**config.mk**
```make
export PLATFORM = sky130hd
export DESIGN_NAME = uart_tx_arbiter
export DESIGN_NICKNAME = d
export VERILOG_FILES = /design/src/rtl/uart_tx_arbiter.sv
export SDC_FILE = /design/constraint.sdc
export NUM_CORES = 1
export LEC_CHECK = 0
export BUFFER_PORTS_ARGS = -buffer_cell sky130_fd_sc_hd__buf_2
export CORE_MARGIN = 5
export CORE_UTILIZATION = 25
export CTS_BUF_LIST = sky130_fd_sc_hd__clkbuf_4 sky130_fd_sc_hd__clkbuf_8
export CTS_CLUSTER_SIZE = 8
export DETAILED_ROUTE_END_ITERATION = 8
export SKIP_CTS_REPAIR_TIMING = 1
export SYNTH_ARGS = -nofsm -noshare
export SYNTH_HDL_FRONTEND = slang
export SYNTH_SLANG_ARGS = --single-unit
export TNS_END_PERCENT = 5
```
**constraint.sdc**
```tcl
create_clock -name clk -period 2.2 [get_ports clk]
set_input_delay 0.22 -clock clk [delete_from_list [all_inputs] [get_ports clk]]
set_output_delay 0.22 -clock clk [all_outputs]
set_load 0.05 [all_outputs]
```
**src/rtl/uart_tx_arbiter.sv**
```systemverilog
// uart_tx_arbiter: round-robin arbiter that lets NREQ byte sources share one
// UART transmitter. Each grant pulses req_ready/tx_start for one cycle and
// latches the winning byte into tx_data. The block then waits in WAIT until
// the transmitter reports tx_done.
// Optional feature: define UART_TX_ARB_TIMEOUT_EN to add a WAIT-state watchdog
// that abandons a transfer after TIMEOUT_CYCLES cycles and pulses timeout_err.
module uart_tx_arbiter #(
    parameter int unsigned NREQ           = 4,
    parameter int unsigned TIMEOUT_CYCLES = 4096
) (
    input  logic                    clk,
    input  logic                    rst,
    input  logic [NREQ-1:0]         req_valid,
    input  logic [8*NREQ-1:0]       req_data,
    output logic [NREQ-1:0]         req_ready,
    output logic                    tx_start,
    output logic [7:0]              tx_data,
    input  logic                    tx_busy,
    input  logic                    tx_done,
    output logic [$clog2(NREQ)-1:0] grant_id,
    output logic                    busy,
    output logic                    timeout_err
);

    localparam int unsigned IDW = $clog2(NREQ);

    // Elaboration-time parameter range checks
    if (NREQ < 2 || NREQ > 8) begin : g_bad_nreq
        $error("uart_tx_arbiter: NREQ must be in 2..8");
    end
    if (TIMEOUT_CYCLES < 2) begin : g_bad_timeout
        $error("uart_tx_arbiter: TIMEOUT_CYCLES must be at least 2");
    end

    typedef enum logic {
        IDLE = 1'b0,
        WAIT = 1'b1
    } state_t;

    state_t         state;
    logic [IDW-1:0] ptr;
    logic           win_found;
    logic [IDW-1:0] win_idx;
    logic [IDW-1:0] scan_idx;
    logic [IDW-1:0] ptr_next;
    logic [7:0]     data_arr [NREQ];

`ifdef UART_TX_ARB_TIMEOUT_EN
    localparam int unsigned CW = $clog2(TIMEOUT_CYCLES + 1);
    logic [CW-1:0] wait_cnt;
`endif

    // Split the flat data bus into one byte per requester
    always_comb begin
        for (int i = 0; i < NREQ; i++) begin
            data_arr[i] = req_data[8*i +: 8];
        end
    end

    // Round-robin search: first valid requester at or above ptr, wrapping
    always_comb begin
        win_found = 1'b0;
        win_idx   = '0;
        scan_idx  = '0;
        for (int unsigned i = 0; i < NREQ; i++) begin
            scan_idx = IDW'((32'(ptr) + i) % NREQ);
            if (!win_found && req_valid[scan_idx]) begin
                win_found = 1'b1;
                win_idx   = scan_idx;
            end
        end
    end

    // Pointer moves just past the winner, wrapping from NREQ-1 back to 0
    always_comb begin
        ptr_next = (win_idx == IDW'(NREQ - 1)) ? '0 : win_idx + 1'b1;
    end

    // Arbiter FSM with registered outputs
    always_ff @(posedge clk) begin
        if (rst) begin
            state     <= IDLE;
            ptr       <= '0;
            tx_data   <= 8'h00;
            grant_id  <= '0;
            req_ready <= '0;
            tx_start  <= 1'b0;
            busy      <= 1'b0;
`ifdef UART_TX_ARB_TIMEOUT_EN
            timeout_err <= 1'b0;
            wait_cnt    <= '0;
`endif
        end else begin
            req_ready <= '0;
            tx_start  <= 1'b0;
`ifdef UART_TX_ARB_TIMEOUT_EN
            timeout_err <= 1'b0;
`endif
            case (state)
                IDLE: begin
                    if (win_found && !tx_busy) begin
                        state     <= WAIT;
                        busy      <= 1'b1;
                        req_ready <= NREQ'(1) << win_idx;
                        tx_start  <= 1'b1;
                        tx_data   <= data_arr[win_idx];
                        grant_id  <= win_idx;
                        ptr       <= ptr_next;
`ifdef UART_TX_ARB_TIMEOUT_EN
                        wait_cnt  <= '0;
`endif
                    end
                end
                WAIT: begin
                    if (tx_done) begin
                        state <= IDLE;
                        busy  <= 1'b0;
`ifdef UART_TX_ARB_TIMEOUT_EN
                    end else if (wait_cnt == CW'(TIMEOUT_CYCLES - 1)) begin
                        state       <= IDLE;
                        busy        <= 1'b0;
                        timeout_err <= 1'b1;
                    end else begin
                        wait_cnt <= wait_cnt + 1'b1;
`endif
                    end
                end
            endcase
        end
    end

`ifndef UART_TX_ARB_TIMEOUT_EN
    // No watchdog in this build
    assign timeout_err = 1'b0;
`endif

endmodule

```
==> results.md, run 1 <==
- Status: complete, no violations
- FF-to-FF End: tx_data[7]$_SDFFE_PP0P_
- WHS Endpoint: state$_SDFF_PP0_
- HP Class: in2reg
- DR vias/cell: between 4 and 5
- Seq/Total Area, Yosys: 0.376
- CTS root buffer: clkbuf_8
- ANT cells: 0
- FF+latch count, synth: 19
- Vias in the first global route: 1,021
- Layout cells sized above 1: 0.362
- Area Growth Syn to Fin: 35.5%
- Max_slew headroom: 0.604
- Reg2reg setup slack: 0.34 ns
- IO Count: 57
- Flop pwr share: 0.410
- Post-Synthesis Cells: around 120
- Worst Setup Path Type: reg2reg
- DR DRC count: 0
- Number of H-tree levels: 1
- Arrival @ worst endpoint: a little over 2 ns
- Routed Antenna Nets: 0
- VDD IR max: 200 µV
- CTS tree: yes
- Top FF cell, synth: dfxtp_1
- Post-synth top area share: 0.376
- Asr flop ratio synth: 0
- Crit path capture type: register
- Most common cell in the netlist: dfxtp_1
- R2r worst-path depth: 5
- Total number of vias: 994
- FMAX: 538 MHz
- Max Cap Viol: 0
- Pre-Repair DR Iteration Count: 4
- Number of flops mapped to enable cells by yosys: 0
- Max FO, Critical Path: 10
- Number of synthesis warnings: 0
- Post-Syn Nets: 161
- Max stage delay on crit path: 0.49 ns
- Minimum clock period: approximately 1.9 ns
- Die W: 73.6 µm
- Average footprint of a synthesized cell: 8.37 µm²
- Ranking of synthesized cells by area: dfxtp_1 (38%), mux2i_1 (7.9%), a21boi_1 (5.9%)
- Overflow after GRT: 0
- Syn Std Cell Area: 1010 µm²
- Pwr dens: slightly below 700 nW/µm²
- Final setup viols: 0
- Final WL: 2750 µm
- Clk_lat worst skew: 0.25 ns
- Max Root-Sink Buffers: 2
- Psw: 327 µW
- Site Rows: 23
- Post-synth top cells: dfxtp_1 (19), nand2_1 (16)
- Internal: 627 µW
- Hold slack final: roughly 0.24 ns
- Initial Utilization: 0.255
- RSZ-0062 raised after global routing: false
- Post-DP HPWL: roughly 2200 µm
- Hold path depth: 3
- Setup TNS: 0 ns
- Design Power: around 950 µW
- Initial antenna violation count: 0
- Initial drt markers: 17
- Crit path cell chain: nand2_1 -> a211oi_1 -> nor2b_1 -> nand2b_1 -> o211ai_1
- Overall routing resource usage: 0.108
- Unique cell type count in the Yosys netlist: 28
- Placer Congestion: 0.899
- Slowest cell on crit path: a211oi_1
- Die Y: 73.6 µm
- Pin slew with the least headroom to its limit: 0.595 ns
- Port buffer count: 55
- Clock buffer count from CTS: 3
- NumNets Final: 215
- CTS Sinks: 19
- Largest net degree at the start of global routing: 18
- Critical path required time: 2.38 ns
- Clock share of power: 0.265
- Synth area leader: dfxtp_1
- Hold Vio Cnt, Final: 0
- R2r startpoint: ptr[1]$_SDFFE_PP0P_
- Gate power share: 0.325
- Reg clk slew, reported paths: 0.07 ns
- CORE AREA: roughly 4000 µm²
- Fin. max-slew vios: 0
- Clk_skew: slightly below 0.003 ns
- Hold Path Origin: tx_done
- Tcrit/Tclk final: 0.845
- First-pass GRT wire length: approximately 4600 µm
- Lkg Pwr: 0.667 nW
- Die ar.: 5420 µm²
- Wire per inst: ~12 µm
- CP Launch Type: register
- Switching part of the total: 0.343
==> power groups by stage <==
| stage | Clock [mW] | Combinational, mW | Sequential [mW] |
|---|---|---|---|
| finish | 0.253 | 0.310 | 0.391 |
| floorplan | 0 | 0.142 | 0.488 |
| global route | 0.274 | 0.337 | 0.396 |
| detailed placement | 0 | 0.314 | 0.399 |
| CTS | 0.262 | 0.315 | 0.392 |
| global placement | 0 | 0.313 | 0.400 |
==> area by class of cell <==
class | instances | area, µm²
multi-input cells | 93 | 582
clock buffers | 4 | 48.8
well taps | 50 | 62.6
fillers | 436 | 2600
repair buffers | 58 | 298
flip-flops and latches | 19 | 380
==> registers in the layout (all words and copies together), names as in the netlist <==
signal     cells
req_ready      4
grant_id       2
tx_data        8
tx_start       1
state          1
ptr            2
busy           1
==> cell families (layout without fill, tap and decap cells) <==
kind of cell | Yosys count | after routing | synth area share
and+or+nand+nor | 47 | 47 | 0.255
DFF | 19 | 19 | 0.376
buffers and inverters | 9 | 62 | 0.0494
other | 1 | 1 | 0.00370
AOI/OAI and AO/OA | 36 | 36 | 0.229
xor gates and xnor gates | 1 | 1 | 0.00865
muxes | 8 | 8 | 0.0791
==> metrics by stage <==
step,cell area [µm²],worst slack (ns),cells,utilization
after floorplan,1010,0.523,121,-
after detailed placement,1320,0.298,220,0.333
after global placement,1320,0.315,220,0.333
after CTS,1370,0.298,224,0.345
after global routing,1370,0.161,224,0.345
final,1370,0.341,224,0.345
==> worst max-delay path: cells and delay by family, from the launching register on <==
family | cells | cell delay [ns]
flops | 1 | 0.42
compound gates | 2 | 0.75
simple gates | 3 | 0.61
==> cell usage in the layout, fill, tap and decap left out, types with 3 or more instances in the layout <==
cell type,count
nor2_1,7
o21ai_0,3
nor2b_1,5
buf_4,3
o21ai_1,8
buf_2,55
clkbuf_8,3
mux2i_1,8
nand2_1,16
and2_1,3
o211ai_1,8
a21oi_1,5
a21boi_1,8
dfxtp_1,19
and3_1,8
==> metal layers <==
layer	track usage	vias to the layer above	share of wire
met5	0	-	0
met4	0.0423	0	0.0087
met3	0.0383	2	0.11
met2	0.161	44	0.44
met1	0.140	417	0.45
li1	-	531	-
==> worst max-delay path by stage <==
stage               cells after the start           startpoint                       to
floorplan                               7  ptr[0]$_SDFFE_PP0P_  tx_data[5]$_SDFFE_PP0P_
global placement                        6         req_valid[2]  tx_data[3]$_SDFFE_PP0P_
detailed placement                      5  ptr[1]$_SDFFE_PP0P_  tx_data[0]$_SDFFE_PP0P_
CTS                                     5  ptr[1]$_SDFFE_PP0P_  tx_data[0]$_SDFFE_PP0P_
global route                            5  ptr[1]$_SDFFE_PP0P_  tx_data[7]$_SDFFE_PP0P_
finish                                  5  ptr[1]$_SDFFE_PP0P_  tx_data[7]$_SDFFE_PP0P_
(Power assumes the default switching activity.)
==> run 2, diff against run 1 <==
==> constraint.sdc (replaced) <==
create_clock -name clk -period 1.8 [get_ports clk]
set_input_delay 0.18 -clock clk [delete_from_list [all_inputs] [get_ports clk]]
set_output_delay 0.18 -clock clk [all_outputs]
set_load 0.05 [all_outputs]
==> run 2 against run 1 <==
Routed wire length down 0.80%; total power grew 22%; global-route usage is 0.075 points higher; highest routed layer unchanged; final cell count grew 1.3%.
==> results.md, run 2 (synthesis gave the netlist of run 1 again) <==
- Clk_skew: 0.000692 ns (-0.00219 ns)
- Clock share of power: 0.254 (-0.011)
- Hold path depth: 3 (unchanged)
- FF-to-FF End: tx_data[3]$_SDFFE_PP0P_
- Hold slack final: 0.204 ns (-0.0387 ns)
- Pwr dens: 830 nW/µm² (+19%)
- CP Launch Type: register
- R2r startpoint: ptr[0]$_SDFFE_PP0P_
- Status: complete, no violations
- Minimum clock period: 1.71 ns (-0.145 ns)
- # fillers: 429 (-1.6%)
- Area occupied by multi-input gates: 583 µm² (+0.22%)
- Reg2reg setup slack: 0.09 ns (-0.25 ns)
- Port buffer count: 55 (unchanged)
- Clock buffer count from CTS: 3 (unchanged)
- Commonest non-fill, non-tap cell in the layout: buf_2
- Final WL: 2730 µm (-0.80%)
- CTS root buffer: clkbuf_8
- IO Count: 57 (unchanged)
- Critical path launch point: ptr[0]$_SDFFE_PP0P_
- ANT cells: 0 (unchanged)
- Clk_lat worst skew: 0.25 ns (about the same)
- Worst Setup Path Type: reg2reg
- Layout cells sized above 1: 0.379 (+0.0165)
- Biggest register: tx_data
- Die Y: 73.6 µm (unchanged)
- Largest net degree at the start of global routing: 18 (unchanged)
- Max Root-Sink Buffers: 2 (unchanged)
- R2r worst-path depth: 6 (+1)
- Psw: 408 µW (+25%)
- Tcrit/Tclk final: 0.952 (+0.107)
- FMAX: 583 MHz (+8.5%)
- Overall routing resource usage: 0.108 (+0.000754)
- Routed Antenna Nets: 0 (unchanged)
- DR vias/cell: 4.41 (-0.73%)
- Pre-Repair DR Iteration Count: 4 (unchanged)
- Post-DP HPWL: 2150 µm (-2.0%)
- Total number of vias: 1,000 (+0.60%)
- Top delay family on crit path: simple AND/OR/NAND/NOR gates
- WHS Endpoint: state$_SDFF_PP0_
- Initial Utilization: 0.255 (unchanged)
- Gate power share: 0.336 (+0.011)
- CTS tree: yes
- Max_slew headroom: 0.620 (+0.0161)
- NumNets Final: 218 (+1.4%)
- Max FO, Critical Path: 17 (+7)
- Wire per inst: 12.0 µm (-2.1%)
- Switching part of the total: 0.350 (+0.00747)
- Initial antenna violation count: 0 (unchanged)
- Critical path required time: 1.94 ns (-0.44 ns)
- Fin. max-slew vios: 0 (unchanged)
- Placer Congestion: 0.835 (-7.2%)
- Vias in the first global route: 1,056 (+3.4%)
- HP Class: in2reg
- Largest registers: tx_data (8), req_ready (4)
- CORE AREA: 3970 µm² (unchanged)
- Area Growth Syn to Fin: 38.8%
- Final setup viols: 0 (unchanged)
- Most frequent cells in the layout: buf_2 (55), dfxtp_1 (19), nand2_1 (16)
- Register area: 380 µm² (unchanged)
- Pin slew with the least headroom to its limit: 0.566 ns (-0.0285 ns)
- VDD IR max: 286 µV (+43%)
- Flop pwr share: 0.410 (about the same)
- Die W: 73.6 µm (unchanged)
- Site Rows: 23 (unchanged)
- Lkg Pwr: 0.687 nW (+3.0%)
- CTS Sinks: 19 (unchanged)
- Crit path cell chain: nor2b_1 -> or4b_1 -> buf_4 -> and3_1 -> o21ai_1 -> o211ai_1
- Placed insts: 223 (+1.4%)
- Die ar.: 5420 µm² (unchanged)
- Arrival @ worst endpoint: 1.85 ns (-0.19 ns)
- Reg clk slew, reported paths: 0.07 ns (about the same)
- Non-filler cells, final: 227 (+1.3%)
- Internal: 758 µW (+21%)
- First-pass GRT wire length: 4550 µm (-0.15%)
- DP Area: 1360 µm² (+2.6%)
- Number of H-tree levels: 1 (unchanged)
- Final Cell Area: 1410 µm² (+2.5%)
- Max Cap Viol: 0 (unchanged)
- Buf/Inv on CP: 1 (+1)
- Initial drt markers: 34 (+17)
- Crit path capture type: register
- Slowest cell on crit path: or4b_1
- DR DRC count: 0 (unchanged)
- Overflow after GRT: 0 (unchanged)
- Max stage delay on crit path: 0.52 ns (+0.03 ns)
- RSZ-0062 raised after global routing: true
- Max FFs per register: 8 (unchanged)
- Hold Vio Cnt, Final: 0 (unchanged)
- Hold Path Origin: tx_done
-- run 2: changes by cell type in the layout (fill, tap and decap cells not counted) --
| cell | before | now |
|---|---|---|
| clkbuf_4 | 1 | 0 |
| and2_2 | 0 | 1 |
| and2_1 | 3 | 2 |
| clkinv_2 | 0 | 1 |
| buf_12 | 0 | 1 |
| buf_4 | 3 | 5 |
-- run 2: power groups by stage --
stage	clock, mW	sequential (mW)	combinational [mW]
3_3_place_gp	0	0.488	0.393
6_report	0.297	0.478	0.392
2_1_floorplan	0	0.596	0.173
4_1_cts	0.310	0.479	0.395
5_1_grt	0.339	0.484	0.427
3_5_place_dp	0	0.488	0.393
-- run 2: tightest hold or removal path, stage by stage --
cell and delay (ns):
buf_2 0.08, nand2b_1 0.09, a21oi_1 0.06
-- run 2: through the flow --
step           power, mW   util  worst slack (ns)  setup TNS, ns
2_1_floorplan      0.769      -             0.123              0
3_3_place_gp       0.881  0.342            0.0435              0
3_5_place_dp       0.881  0.342           -0.0109        -0.0109
4_1_cts             1.18  0.353          -0.00290       -0.00290
5_1_grt             1.25  0.354          -0.00242       -0.00242
6_report            1.17  0.354            0.0858              0
-- run 2: metal layers --
| metal | GRT usage | share of wire | vias up |
|---|---|---|---|
| met2 | 0.156 | 0.41 | 42 |
| li1 | - | - | 539 |
| met3 | 0.0369 | 0.097 | 2 |
| met5 | 0 | 0 | - |
| met1 | 0.148 | 0.49 | 417 |
| met4 | 0.0423 | 0.0088 | 0 |
-- run 2: how the worst max path moves through the flow --
| stage | end | slack [ns] | depth (start not counted) |
|---|---|---|---|
| after floorplan | tx_data[5]$_SDFFE_PP0P_ | 0.12 | 7 |
| after global placement | tx_data[6]$_SDFFE_PP0P_ | 0.04 | 6 |
| after detailed placement | tx_data[7]$_SDFFE_PP0P_ | -0.01 | 6 |
| after CTS | tx_data[7]$_SDFFE_PP0P_ | -0.003 | 5 |
| after global routing | tx_data[2]$_SDFFE_PP0P_ | -0.002 | 6 |
| final | tx_data[3]$_SDFFE_PP0P_ | 0.09 | 6 |
-- run 2: cell type report --
| cell class | count | share of cell area |
|---|---|---|
| repair buffers | 61 | 0.237 |
| clock inverters | 1 | 0.00356 |
| well taps | 50 | 0.0445 |
| multi-input cells | 93 | 0.415 |
| flip-flops and latches | 19 | 0.271 |
| clock buffers | 3 | 0.0294 |
==> run 3, diff against run 2 <==
--- a/config.mk
+++ b/config.mk
@@ -5,6 +5,7 @@
 export SDC_FILE = /design/constraint.sdc
 export NUM_CORES = 1
 export LEC_CHECK = 0
+export ABC_AREA = 1
 export BUFFER_PORTS_ARGS = -buffer_cell sky130_fd_sc_hd__buf_2
 export CORE_MARGIN = 5
 export CORE_UTILIZATION = 25
==> run 3 against run 2 <==
Total power grew to 3.0 times the previous value; register-to-register slack worse by 0.03 ns; combinational power grew to 6.4 times the previous value; largest cell class unchanged; maximum frequency is 1.7% lower; highest routed layer unchanged.
==> results.md, run 3 <==
- Average footprint of a synthesized cell: 6.20 µm² (-26%)
- Routed Antenna Nets: 0 (unchanged)
- Worst Setup Path Type: reg2reg
- Seq/Total Area, Yosys: 0.287 (-0.0893)
- Initial Utilization: 0.258 (+0.00339)
- CTS tree: yes
- Total number of vias: 1,549 (+55%)
- Vias in the first global route: 1,539 (+46%)
- Initial antenna violation count: 0 (unchanged)
- Unique cell type count in the Yosys netlist: 24 (-14%)
- FF-to-FF End: tx_data[2]$_SDFFE_PP0P_
- Hold Vio Cnt, Final: 0 (unchanged)
- Number of H-tree levels: 1 (unchanged)
- Hold slack final: 0.112 ns (-0.0920 ns)
- WL met1: 1660 µm (+25%)
- Number of flops mapped to enable cells by yosys: 0 (unchanged)
- DR vias/cell: 4.44 (+0.75%)
- CTS root buffer: clkbuf_8
- Post-synth top area share: 0.287 (-0.0893)
- Area Growth Syn to Fin: 38.8% (about the same)
- Routed length on met2: 1810 µm (+63%)
- Post-DP HPWL: 2930 µm (+37%)
- ANT cells: 0 (unchanged)
- Wire per inst: 10.9 µm (-9.5%)
- Post-place setup slack: -0.00383 ns (+0.00704 ns)
- Initial drt markers: 75 (+120%)
- IO Count: 57 (unchanged)
- Overflow after GRT: 0 (unchanged)
- Reg2reg setup slack: 0.06 ns (-0.03 ns)
- Largest registers: tx_data (8), req_ready (4)
- Fin. max-slew vios: 0 (unchanged)
- Post-Synthesis Cells: 214 (+77%)
- Pre-Repair DR Iteration Count: 4 (unchanged)
- Number of synthesis warnings: 0 (unchanged)
- Crit path capture type: register
- Final setup viols: 0 (unchanged)
- Max Root-Sink Buffers: 2 (unchanged)
- Die Y: 82.9 µm (+13%)
- RSZ-0062 raised after global routing: true
- CP Launch Type: register
- CORE AREA: 5140 µm² (+29%)
- WHS Endpoint: state$_SDFF_PP0_
- Clk_skew: 0.00118 ns (+0.000487 ns)
- Most common cell in the netlist: nand2_1
- Max layer used: met4
- Design Power: 3.45 mW (+200%)
- Max Cap Viol: 0 (unchanged)
- Port buffer count: 55 (unchanged)
- R2r worst-path depth: 15 (+9)
- Arrival @ worst endpoint: 1.91 ns (+0.06 ns)
- Reg clk slew, reported paths: 0.08 ns (about the same)
- Synth area leader: dfxtp_1
- Final WL: 3800 µm (+39%)
- Post-Syn Nets: 254 (+58%)
- Layout cells sized above 1: 0.380 (+0.00140)
- HP Class: in2reg
- Lkg Pwr: 1.08 nW (+57%)
- Site Rows: 26 (+13%)
- Clk_lat worst skew: 0.26 ns (about the same)
- Asr flop ratio synth: 0 (unchanged)
- First-pass GRT wire length: 6530 µm (+44%)
- Die ar.: 6870 µm² (+27%)
- Tcrit/Tclk final: 0.969 (+0.0165)
- Placer Congestion: 0.821 (-1.6%)
- Top FF cell, synth: dfxtp_1
- Most frequent cells in the layout: nand2_1 (72), buf_2 (55), inv_1 (30)
- R2r startpoint: ptr[0]$_SDFFE_PP0P_
- Commonest non-fill, non-tap cell in the layout: nand2_1
- VDD IR max: 727 µV (+150%)
- Pwr dens: 1870 nW/µm² (+130%)
- Max FO, Critical Path: 10 (-7)
- Minimum clock period: 1.74 ns (+0.0296 ns)
- Status: complete, no violations
- Biggest register: tx_data
- Clock buffer count from CTS: 3 (unchanged)
- Met3 wire length: 317 µm (+20%)
- Overall routing resource usage: 0.110 (+0.00168)
- FMAX: 573 MHz (-1.7%)
- Critical path required time: 1.97 ns (+0.03 ns)
- Largest net degree at the start of global routing: 12 (-6)
- Syn Std Cell Area: 1330 µm² (+31%)
- Post-synth top cells: nand2_1 (78), nand3_1 (31), inv_1 (30)
- Setup TNS: 0 ns (unchanged)
- Final WS setup: 0.0562 ns (-0.0296 ns)
- Finished Core Util: 0.359 (+0.00476)
- Die W: 82.9 µm (+13%)
- NumNets Final: 320 (+47%)
- CTS Sinks: 19 (unchanged)
- DR DRC count: 0 (unchanged)
- Ranking of synthesized cells by area: dfxtp_1 (29%), nand2_1 (22%), nand3_1 (12%)
- Max FFs per register: 8 (unchanged)
- FF+latch count, synth: 19 (unchanged)
- Hold path depth: 2 (-1)
- Hold Path Origin: tx_done
## run 3: cell types whose count changed after synthesis, sizes merged, moves of 5 or more
| cell | before | now |
|---|---|---|
| mux2i | 8 | 0 |
| o211ai | 8 | 1 |
| a21boi | 8 | 0 |
| nand2 | 16 | 86 |
| nor2b | 5 | 0 |
| nand4 | 0 | 9 |
| nand3 | 0 | 35 |
| inv | 0 | 40 |
| o21ai | 11 | 4 |
| and3 | 8 | 0 |
## run 3: through the flow
stage / instance area (µm²) / instances
global placement: 1700 / 340
finish: 1840 / 349
floorplan: 1330 / 214
detailed placement: 1700 / 340
global route: 1840 / 349
CTS: 1750 / 344
## run 3: cell families (layout without fill, tap and decap cells)
group / Yosys count / count (layout) / synth area share
other cells: 1 / 1 / 0.00282
buf+inv: 45 / 109 / 0.154
compound gates: 7 / 7 / 0.0302
flops: 19 / 19 / 0.287
simple gates: 142 / 143 / 0.527
## run 3: area by class of cell
cell class,instances,area (µm²)
clock buffers,3,41.3
clock inverters,1,5.00
fillers,588,3300
inverters,40,170
multi-input cells,151,786
flip-flops and latches,19,383
well taps,70,87.6
repair buffers,65,370
## run 3: worst max-delay path: stages (launching register included)
cell	delay (ns)
dfxtp_2	0.34
buf_12	0.13
inv_8	0.05
nand2_1	0.06
nand2_2	0.08
nand2_2	0.08
nand2_2	0.06
nor2_4	0.16
nand3_1	0.10
nand3_2	0.09
nand2_4	0.09
buf_4	0.15
nand3_1	0.08
nand3_1	0.08
nand2_1	0.06
inv_1	0.03
## run 3: layer usage
layer	track usage	up-vias
met4	0.0297	0
met3	0.0436	2
met2	0.185	61
met5	0	-
li1	-	805
met1	0.130	681
## run 3: power by group
group | leakage [nW] | total, mW | internal [mW] | switching, mW
Combinational | 0.895 | 2.52 | 0.872 | 1.65
Sequential | 0.157 | 0.618 | 0.551 | 0.0673
Clock | 0.0255 | 0.312 | 0.154 | 0.158
Total | 1.08 | 3.45 | 1.58 | 1.88
## run 3: how the worst max path moves through the flow
stage               depth (start not counted)                      end  slack, ns                 from
floorplan                                  15  tx_data[1]$_SDFFE_PP0P_       0.17  ptr[0]$_SDFFE_PP0P_
global placement                           15  tx_data[7]$_SDFFE_PP0P_       0.02  ptr[0]$_SDFFE_PP0P_
detailed placement                         15  tx_data[7]$_SDFFE_PP0P_     -0.004  ptr[0]$_SDFFE_PP0P_
CTS                                        15  tx_data[7]$_SDFFE_PP0P_      -0.03  ptr[0]$_SDFFE_PP0P_
global route                               15  tx_data[6]$_SDFFE_PP0P_      -0.09  ptr[0]$_SDFFE_PP0P_
finish                                     15  tx_data[2]$_SDFFE_PP0P_       0.06  ptr[0]$_SDFFE_PP0P_
